<file path="src/rtl/clk_div_pkg.sv">
// Shared constants for the programmable clock divider.
package clk_div_pkg;

  localparam int unsigned CNT_W_DEF       = 8;
  localparam int unsigned NUM_TAPS_DEF    = 4;
  localparam int unsigned DEFAULT_DIV_DEF = 4;

  // Smallest divisor that still produces a clock; smaller requests are raised to this.
  localparam int unsigned MIN_DIV         = 2;

endpackage

</file>
<file path="src/rtl/clk_div_taps.sv">
// Free-running power-of-two divider: taps[i] is the enabled clock divided by 2^(i+1).
module clk_div_taps
  import clk_div_pkg::*;
#(
  parameter int unsigned NUM_TAPS = NUM_TAPS_DEF
) (
  input  logic                clk,
  input  logic                rst,
  input  logic                en,
  output logic [NUM_TAPS-1:0] taps
);

  logic [NUM_TAPS-1:0] r_cnt;

  // Binary counter; bit i toggles every 2^i enabled cycles, wraps naturally.
  always_ff @(posedge clk or posedge rst) begin
    if (rst) begin
      r_cnt <= '0;
    end else if (en) begin
      r_cnt <= r_cnt + NUM_TAPS'(1);
    end
  end

  assign taps = r_cnt;

endmodule

</file>
<file path="src/rtl/clk_div_prog.sv">
// Programmable clock divider with glitch-free divisor changes at period boundaries,
// plus a bank of fixed power-of-two taps.
module clk_div_prog
  import clk_div_pkg::*;
#(
  parameter int unsigned CNT_W       = CNT_W_DEF,
  parameter int unsigned NUM_TAPS    = NUM_TAPS_DEF,
  parameter int unsigned DEFAULT_DIV = DEFAULT_DIV_DEF
) (
  input  logic                clk,
  input  logic                rst,
  input  logic                en,
  input  logic [CNT_W-1:0]    div_val,
  input  logic                div_load,
  output logic                div_pending,
  output logic [CNT_W-1:0]    div_active,
  output logic                clk_out,
  output logic                tick,
  output logic [NUM_TAPS-1:0] taps
);

  logic [CNT_W-1:0] r_cnt;
  logic [CNT_W-1:0] r_div_active;
  logic [CNT_W-1:0] r_pend_val;
  logic             r_pending;
  logic             r_clk_out;
  logic             r_tick;

  logic             w_wrap;
  logic [CNT_W-1:0] w_load_val;
  logic [CNT_W-1:0] w_div_next;
  logic [CNT_W-1:0] w_cnt_next;
  logic [CNT_W-1:0] w_half;
  logic             w_pending_next;

  // Next-period divisor selection, count advance and high-phase threshold.
  always_comb begin
    w_wrap         = 1'b0;
    w_load_val     = div_val;
    w_div_next     = r_div_active;
    w_cnt_next     = r_cnt;
    w_half         = '0;
    w_pending_next = r_pending;

    w_wrap = en && (r_cnt == r_div_active - CNT_W'(1));

    if (div_val < CNT_W'(MIN_DIV)) begin
      w_load_val = CNT_W'(MIN_DIV);
    end

    // A load on the wrap cycle bypasses the pending register entirely.
    if (w_wrap) begin
      w_cnt_next = '0;
      if (div_load) begin
        w_div_next = w_load_val;
      end else if (r_pending) begin
        w_div_next = r_pend_val;
      end
    end else if (en) begin
      w_cnt_next = r_cnt + CNT_W'(1);
    end

    if (div_load) begin
      w_pending_next = !w_wrap;
    end else if (w_wrap) begin
      w_pending_next = 1'b0;
    end

    // ceil(D/2) without needing an extra bit for D+1.
    w_half = (w_div_next >> 1) + CNT_W'(w_div_next[0]);
  end

  // Main counter, active divisor and registered outputs; all hold while en=0.
  always_ff @(posedge clk or posedge rst) begin
    if (rst) begin
      r_cnt        <= '0;
      r_div_active <= CNT_W'(DEFAULT_DIV);
      r_clk_out    <= 1'b0;
      r_tick       <= 1'b0;
    end else begin
      r_tick <= w_wrap;
      if (en) begin
        r_cnt        <= w_cnt_next;
        r_div_active <= w_div_next;
        r_clk_out    <= (w_cnt_next < w_half);
      end
    end
  end

  // Pending divisor capture, independent of en.
  always_ff @(posedge clk or posedge rst) begin
    if (rst) begin
      r_pend_val <= '0;
      r_pending  <= 1'b0;
    end else begin
      r_pending <= w_pending_next;
      if (div_load) begin
        r_pend_val <= w_load_val;
      end
    end
  end

  clk_div_taps #(
    .NUM_TAPS (NUM_TAPS)
  ) u_taps (
    .clk  (clk),
    .rst  (rst),
    .en   (en),
    .taps (taps)
  );

  assign div_pending = r_pending;
  assign div_active  = r_div_active;
  assign clk_out     = r_clk_out;
  assign tick        = r_tick;

endmodule

</file>
<file path="config.mk">
export PLATFORM = sky130hd
export DESIGN_NAME = clk_div_prog
export DESIGN_NICKNAME = d
export VERILOG_FILES = /design/src/rtl/clk_div_pkg.sv /design/src/rtl/clk_div_taps.sv /design/src/rtl/clk_div_prog.sv
export SDC_FILE = /design/constraint.sdc
export NUM_CORES = 1
export LEC_CHECK = 0
export ABC_AREA = 1
export CORE_ASPECT_RATIO = 0.5
export CORE_MARGIN = 2
export CORE_UTILIZATION = 50
export DETAILED_ROUTE_END_ITERATION = 8
export GPL_TIMING_DRIVEN = 0
export PLACE_DENSITY = 0.79
export SLEW_MARGIN = 10
export SYNTH_ARGS = -nofsm -noshare
export SYNTH_HDL_FRONTEND = slang
export SYNTH_HIERARCHICAL = 1
export SYNTH_SLANG_ARGS = --single-unit
export TNS_END_PERCENT = 10
</file>
<file path="constraint.sdc">
create_clock -name clk -period 3.67 [get_ports clk]
set_input_delay 0.734 -clock clk [delete_from_list [all_inputs] [get_ports clk]]
set_output_delay 0.734 -clock clk [all_outputs]
set_load 0.02 [all_outputs]
</file>
==> impl_metrics.prom, run 1 <==
# TYPE chip_impl_metric gauge
chip_impl_info{name="status",value="complete, no violations"} 1
chip_impl_metric{name="max_clock_freq",unit="MHz"} 291
chip_impl_metric{name="post_synthesis_net_count",unit=""} 316
chip_impl_metric{name="synthesis.instances",unit=""} 292
chip_impl_metric{name="dp_cells",unit=""} 372
chip_impl_info{name="worstSetupEndpointType",value="flip-flop"} 1
chip_impl_metric{name="fin_crit_sh",unit="%"} 93.7
chip_impl_metric{name="route.antenna.remaining_nets",unit=""} 0
chip_impl_metric{name="finalWorstSetupSlack",unit="ns"} 0.231
chip_impl_metric{name="dpl.hpwl",unit="mm"} 3.62
chip_impl_metric{name="synth.ff_latch_count",unit=""} 31
chip_impl_info{name="slowest_stage",value="dfrtp_1"} 1
chip_impl_metric{name="antenna_cells",unit=""} 0
chip_impl_metric{name="synth_sequential_area_ratio",unit="%"} 37.1
chip_impl_info{name="synthFlopType",value="dfrtp_1"} 1
chip_impl_metric{name="syn_area_per_cell",unit="um2"} 7.16
chip_impl_metric{name="timing.final.max_slew_violations",unit=""} 0
chip_impl_info{name="hp-class",value="flip-flop to flip-flop"} 1
chip_impl_metric{name="cts_num_sinks",unit=""} 31
chip_impl_metric{name="static-leakage-power",unit="uW"} 0.00134
chip_impl_metric{name="port-buffer-count",unit=""} 26
chip_impl_metric{name="hold_viol",unit=""} 0
chip_impl_metric{name="num_io_pins",unit=""} 27
chip_impl_metric{name="routed_wirelength_normalized_by_instance_count",unit="um"} 13.6
chip_impl_metric{name="finClkSkew",unit="ns"} 0.00824
chip_impl_metric{name="num-nets-final",unit=""} 362
chip_impl_metric{name="remaining_drc_errors",unit=""} 0
chip_impl_metric{name="vias_per_cell",unit=""} 5.23
chip_impl_info{name="tritoncts_clock_tree",value="built"} 1
chip_impl_info{name="setup.worst_path.class",value="flip-flop to flip-flop"} 1
chip_impl_metric{name="ctsHtreeMaxLevel",unit=""} 2
chip_impl_metric{name="final_cells",unit=""} 393
chip_impl_metric{name="syn_area",unit="um2"} 2090
chip_impl_metric{name="area.sequential",unit="um2"} 777
chip_impl_metric{name="floorplan.initialDensity",unit="%"} 52.8
chip_impl_metric{name="reg2reg_setup_slack",unit="ns"} 0.23
chip_impl_metric{name="number_of_global_route_vias_before_repair",unit=""} 1926
chip_impl_metric{name="synth_async_sr_flop_share",unit="%"} 100
chip_impl_info{name="cts_root_cell",value="clkbuf_8"} 1
chip_impl_metric{name="groute.usage.overall",unit="%"} 23.8
chip_impl_metric{name="power.density_cell_area",unit="nW/um2"} 759
chip_impl_metric{name="final_period_minus_worst_setup_slack",unit="ns"} 3.44
chip_impl_metric{name="grt_antenna_before_repair",unit=""} 0
chip_impl_metric{name="die_w",unit="um"} 95.5
chip_impl_info{name="cp-start-kind",value="flip-flop"} 1
chip_impl_metric{name="post_synth_num_cell_types",unit=""} 31
chip_impl_metric{name="globalRouteOverflowTotal",unit=""} 0
chip_impl_metric{name="grt_first_pass_wirelength",unit="mm"} 8.56
chip_impl_metric{name="ys_warn_count",unit=""} 6
chip_impl_metric{name="hold_buffers_post_cts",unit=""} 0
chip_impl_metric{name="cts_made_buffers",unit=""} 5
chip_impl_metric{name="fraction_of_final_layout_cells_sized_beyond_drive_strength_1",unit="%"} 16.5
chip_impl_metric{name="fillCellCount",unit=""} 309
chip_impl_metric{name="critical_path.max_fanout",unit=""} 6
chip_impl_metric{name="largest_net_degree_at_the_start_of_global_routing",unit=""} 28
chip_impl_metric{name="placement_rows",unit=""} 16
chip_impl_metric{name="clk-insertion-delay-late",unit="ns"} 0.29
chip_impl_metric{name="critical_path_required",unit="ns"} 3.89
chip_impl_metric{name="gpl.final_weighted_congestion",unit=""} 0.843
chip_impl_metric{name="timing.final.setup_violations",unit=""} 0
chip_impl_metric{name="tightest_slew",unit="ns"} 1.06
chip_impl_metric{name="finalWirelength",unit="mm"} 5.34
chip_impl_metric{name="dieHeight",unit="um"} 49.7
chip_impl_metric{name="dp_slack",unit="ns"} -0.239
chip_impl_metric{name="drt_first_pass_iters",unit=""} 4
chip_impl_metric{name="slew_headroom",unit="%"} 29.0
chip_impl_metric{name="layout_area_growth_over_synthesis",unit="%"} 30.6
chip_impl_metric{name="maxCapViolations",unit=""} 0
chip_impl_metric{name="drt_iter0_markers",unit=""} 83
chip_impl_metric{name="slowest_delay",unit="ns"} 0.41
chip_impl_metric{name="synth_edf_count",unit=""} 0
chip_impl_metric{name="route.vias.total",unit=""} 2054
chip_impl_metric{name="clk_pin_slew_worst_paths",unit="ns"} 0.07
chip_impl_metric{name="ir_drop",unit="uV"} 326
chip_impl_metric{name="crit_arrival",unit="ns"} 3.66
chip_impl_metric{name="die_area",unit="um2"} 4750
chip_impl_metric{name="cts.path.max_buffers",unit=""} 2
chip_impl_metric{name="floorplan.core_area",unit="um2"} 3960
chip_impl_info{name="cp_common_cell",value="nand2_1"} 1
chip_impl_metric{name="total_area_of_multi_input_combinational_cells",unit="um2"} 1250
-- synth_stat cells, drive strengths merged, types with 4 or more instances --
master / n / share of area, %
ha: 12 / 7.2
inv: 37 / 6.6
nor2: 39 / 7.6
nor3: 4 / 0.96
xor2: 9 / 3.8
o21ai: 20 / 6.0
nand3: 17 / 4.3
buf: 4 / 1.3
a21oi: 7 / 1.7
nand2: 89 / 16
dfrtp: 30 / 36
-- repair_timing --
item	in CTS	in global routing
setup buffers	5	9
endpoints found under the hold margin	0	0
pin swaps	3	16
gates resized for setup	9	21
setup endpoints to repair	1	1
-- metal layers --
metal  track usage [%]  vias to the layer above  part of all wire [%]
met5                 0                        -                     0
met4              9.05                        0                   2.2
met3              5.35                       14                   5.3
met2              37.2                       60                    44
met1              32.3                      958                    48
li1                  -                     1022                     -
-- report_power, final --
part	total, uW	internal, uW	switching (uW)
clock network	283	151	132
registers	566	452	114
logic	1220	509	715
total	2070	1110	961
-- critical path, delay by kind of cell (launching register included) --
| kind | cells | cell delay (ns) |
|---|---|---|
| DFF | 1 | 0.41 |
| and+or+nand+nor | 19 | 1.49 |
| adders and majority gates | 4 | 0.97 |
| AOI/OAI and AO/OA | 2 | 0.28 |
| buffers and inverters | 4 | 0.23 |
-- cell usage in the layout, fill, tap and decap left out, drive strengths merged --
cell type / n
nand3: 17
xnor2: 3
ha: 12
a31oi: 3
nor2: 39
a21boi: 2
o21a: 2
nand2: 89
o22ai: 3
a21oi: 7
nand4: 2
xor2: 9
o21ai: 20
nor3: 4
dfstp: 1
dfrtp: 30
clkbuf: 10
clkdlybuf4s50: 26
inv: 37
a211oi: 2
clkinv: 1
or2: 1
nor4: 2
buf: 17
-- stage by stage --
step | cell area [um2] | hold slack (ns) | setup TNS (ns) | util [%] | total power (uW)
2_1_floorplan | 2090 | 0.432 | 0 | - | 1320
3_3_place_gp | 2420 | 0.453 | -0.161 | 61.0 | 1600
3_5_place_dp | 2420 | 0.458 | -0.239 | 61.0 | 1640
4_1_cts | 2590 | 0.476 | 0 | 65.5 | 2000
5_1_grt | 2730 | 0.508 | -0.0604 | 68.9 | 2270
6_report | 2730 | 0.473 | 0 | 68.9 | 2070
-- final cells by class --
type | instances | area share [%]
multi-input cells | 217 | 45.9
repair buffers | 40 | 13.4
plain buffers | 6 | 1.01
flip-flops and latches | 31 | 28.4
clock buffers | 7 | 3.16
clock inverters | 1 | 0.183
inverters | 37 | 5.45
well taps | 54 | 2.47
-- registers in the layout, indices dropped and copies added (netlist names) --
name / cells
div_pending: 1
div_active: 8
tick: 1
r_cnt: 8
r_pend_val: 8
clk_out: 1
u_taps/taps: 4
-- final timing paths --
check                      cells past startpoint                         end                      start
setup / recovery                              29         clk_out$_DFFE_PP0P_  div_active[0]$_DFFE_PP0P_
hold / removal                                 2   r_pend_val[6]$_DFFE_PP0P_  r_pend_val[6]$_DFFE_PP0P_
setup reg to reg                              29         clk_out$_DFFE_PP0P_  div_active[0]$_DFFE_PP0P_
hold reg to reg                                2   r_pend_val[6]$_DFFE_PP0P_  r_pend_val[6]$_DFFE_PP0P_
max in group asynchronous                      2        r_cnt[2]$_DFFE_PP0P_                        rst
min in group asynchronous                      2  u_taps/taps[3]$_DFFE_PP0P_                        rst
-- kinds of logic (layout without fill, tap and decap cells) --
kind of cell	count (synthesis)	in the layout	synth area share (%)
and+or+nand+nor	154	154	30.6
buffers and inverters	44	91	8.43
AOI/OAI and AO/OA	39	39	11.7
DFF	31	31	37.1
adders and majority gates	12	12	7.18
xor gates and xnor gates	12	12	5.02
Power figures use the tool's default switching activity.
==> run 2, diff against run 1 <==
- CORE_UTILIZATION: 50 -> 55
- PLACE_DENSITY: 0.79 -> 0.85
==> run 2 against run 1 <==
Effect of this change:
- critical path depth unchanged
- die area down 8.5%
- setup slack worse by 0.11 ns
- sequential share of layout area up 0.092 points
- cell area down 0.32%
- non-clock buffer count down 3
- first-iteration DRC count up 120%
- clock skew down 0.0015 ns
- routed wire length up 11%
- worst hold slack better by 0.0071 ns
- total power up 5.7%
- combinational power up 3%
- critical path type unchanged
- highest routed layer unchanged
==> impl_metrics.prom, run 2 (synthesized netlist as in run 1, its figures left out) <==
# TYPE chip_impl_metric gauge
chip_impl_info{name="slowest_stage",value="dfrtp_1"} 1
chip_impl_metric{name="static-leakage-power",unit="uW"} 0.00134
chip_impl_metric{name="fin_crit_sh",unit="%"} 96.7
chip_impl_metric{name="grt_antenna_before_repair",unit=""} 0
chip_impl_metric{name="power.density_cell_area",unit="nW/um2"} 805
chip_impl_info{name="cpLargestDelayFamily",value="simple AND/OR/NAND/NOR gates"} 1
chip_impl_metric{name="num-nets-final",unit=""} 359
chip_impl_metric{name="timing.final.max_slew_violations",unit=""} 0
chip_impl_info{name="cp_common_cell",value="nand2_1"} 1
chip_impl_info{name="layout_commonest_cell",value="nand2_1"} 1
chip_impl_metric{name="total_area_of_multi_input_combinational_cells",unit="um2"} 1230
chip_impl_metric{name="ir_drop",unit="uV"} 418
chip_impl_metric{name="finClkSkew",unit="ns"} 0.00670
chip_impl_info{name="worstSetupEndpointType",value="flip-flop"} 1
chip_impl_metric{name="crit_arrival",unit="ns"} 3.79
chip_impl_metric{name="critical_path.n_buffers_inverters",unit=""} 5
chip_impl_metric{name="grt_first_pass_wirelength",unit="mm"} 8.34
chip_impl_metric{name="final_cells",unit=""} 387
chip_impl_metric{name="p_total",unit="uW"} 2190
chip_impl_info{name="cp-start-kind",value="flip-flop"} 1
chip_impl_metric{name="slowest_delay",unit="ns"} 0.37
chip_impl_metric{name="maxCapViolations",unit=""} 0
chip_impl_metric{name="cts_made_buffers",unit=""} 5
chip_impl_metric{name="area.sequential",unit="um2"} 777
chip_impl_metric{name="clk_pin_slew_worst_paths",unit="ns"} 0.07
chip_impl_metric{name="critical_path_required",unit="ns"} 3.91
chip_impl_metric{name="clk-insertion-delay-late",unit="ns"} 0.30
chip_impl_info{name="status",value="complete, no violations"} 1
chip_impl_metric{name="fillCellCount",unit=""} 244
chip_impl_metric{name="routed_wirelength_normalized_by_instance_count",unit="um"} 15.2
chip_impl_metric{name="antenna_cells",unit=""} 0
chip_impl_metric{name="num_io_pins",unit=""} 27
chip_impl_metric{name="cts_num_sinks",unit=""} 31
chip_impl_metric{name="drt_first_pass_iters",unit=""} 6
chip_impl_metric{name="hold_viol",unit=""} 0
chip_impl_metric{name="finalWirelength",unit="mm"} 5.90
chip_impl_metric{name="port-buffer-count",unit=""} 26
chip_impl_info{name="cts_root_cell",value="clkbuf_8"} 1
chip_impl_metric{name="fraction_of_final_layout_cells_sized_beyond_drive_strength_1",unit="%"} 14.6
chip_impl_metric{name="floorplan.initialDensity",unit="%"} 59.3
chip_impl_info{name="hp-class",value="flip-flop to flip-flop"} 1
chip_impl_metric{name="route.antenna.remaining_nets",unit=""} 0
chip_impl_metric{name="dpl.hpwl",unit="mm"} 3.73
chip_impl_metric{name="critical_path.max_fanout",unit=""} 10
chip_impl_metric{name="route.vias.total",unit=""} 2164
chip_impl_metric{name="max_clock_freq",unit="MHz"} 282
chip_impl_metric{name="dp_cells",unit=""} 369
chip_impl_metric{name="whs",unit="ns"} 0.480
chip_impl_metric{name="timing.final.setup_violations",unit=""} 0
chip_impl_metric{name="vias_per_cell",unit=""} 5.59
chip_impl_metric{name="die_area",unit="um2"} 4340
chip_impl_metric{name="drt_iter0_markers",unit=""} 185
chip_impl_metric{name="ctsHtreeMaxLevel",unit=""} 2
chip_impl_metric{name="dieHeight",unit="um"} 47.6
chip_impl_info{name="setup.worst_path.class",value="flip-flop to flip-flop"} 1
chip_impl_info{name="tritoncts_clock_tree",value="built"} 1
chip_impl_metric{name="layout_area_growth_over_synthesis",unit="%"} 30.1
chip_impl_metric{name="cts.path.max_buffers",unit=""} 2
chip_impl_metric{name="final_period_minus_worst_setup_slack",unit="ns"} 3.55
chip_impl_metric{name="number_of_global_route_vias_before_repair",unit=""} 1807
chip_impl_metric{name="tightest_slew",unit="ns"} 1.06
chip_impl_metric{name="groute.usage.overall",unit="%"} 25.6
chip_impl_metric{name="placement_rows",unit=""} 15
chip_impl_info{name="most-common-layout-cells",value="nand2_1, nor2_1, inv_1"} 1
chip_impl_metric{name="largest_net_degree_at_the_start_of_global_routing",unit=""} 28
chip_impl_metric{name="globalRouteOverflowTotal",unit=""} 0
chip_impl_metric{name="remaining_drc_errors",unit=""} 0
chip_impl_metric{name="die_w",unit="um"} 91.2
chip_impl_metric{name="gpl.final_weighted_congestion",unit=""} 0.875
chip_impl_metric{name="floorplan.core_area",unit="um2"} 3530
chip_impl_metric{name="slew_headroom",unit="%"} 28.9
chip_impl_metric{name="post-route-util",unit="%"} 77.2
[run 2: cell types whose count changed in the layout (fill, tap and decap cells not counted), moves of 2 or more]
| cell | delta |
|---|---|
| buf_4 | -4 |
| nor4_1 | +2 |
| nor4_2 | -2 |
| nor2_2 | -2 |
| nor2_1 | +3 |
[run 2: worst paths after layout]
check	startpoint	end	slack [ns]	cells after the start
worst max-delay path	div_active[0]$_DFFE_PP0P_	clk_out$_DFFE_PP0P_	0.12	29
worst min-delay path	r_pend_val[3]$_DFFE_PP0P_	r_pend_val[3]$_DFFE_PP0P_	0.48	2
worst max register to register	div_active[0]$_DFFE_PP0P_	clk_out$_DFFE_PP0P_	0.12	29
worst min register to register	r_pend_val[3]$_DFFE_PP0P_	r_pend_val[3]$_DFFE_PP0P_	0.48	2
max in group asynchronous	rst	r_cnt[1]$_DFFE_PP0P_	1.98	2
min in group asynchronous	rst	u_taps/taps[3]$_DFFE_PP0P_	0.65	2
[run 2: area by class of cell]
type / count / share of cell area [%]
Multi-Input combinational cell: 217 / 45.2
Sequential cell: 31 / 28.5
Timing Repair Buffer: 36 / 12.3
Inverter: 37 / 5.56
Clock buffer: 6 / 3.03
Tap cell: 51 / 2.34
Buffer: 7 / 1.70
Clock inverter: 2 / 1.29
[run 2: worst register-to-register path, delay by kind of cell, from the launching register on]
family | cells | cell delay, ns
AOI/OAI and AO/OA | 2 | 0.33
buffers and inverters | 5 | 0.37
DFF | 1 | 0.37
and+or+nand+nor | 19 | 1.66
adders and majority gates | 3 | 0.77
[run 2: layer usage]
layer | vias up | track usage [%] | part of all wire (%)
met5 | - | 0 | 0
met4 | 0 | 9.39 | 1.9
met3 | 16 | 5.83 | 8.2
met2 | 135 | 43.4 | 47
met1 | 991 | 33.8 | 43
li1 | 1022 | - | -
[run 2: power by group]
part | internal, uW | switching (uW) | leakage, uW
Sequential | 452 | 121 | 0.000378
Clock | 220 | 144 | 0.0000612
Combinational | 513 | 742 | 0.000898
Total | 1180 | 1010 | 0.00134
[run 2: per-stage QoR]
step	cell area, um2	worst slack [ns]	TNS (ns)
after floorplan	2090	0.234	0
after global routing	2720	-0.0936	-0.0936
after detailed placement	2420	-0.220	-0.220
final	2720	0.121	0
after global placement	2420	-0.110	-0.110
after CTS	2560	0.0115	0
[run 2: timing repair]
action,in CTS,in global routing
gates resized for setup,4,19
pin swaps,0,9
setup buffers,2,8
hold buffers,0,0
endpoints found under the setup margin,1,1
gates cloned,0,0
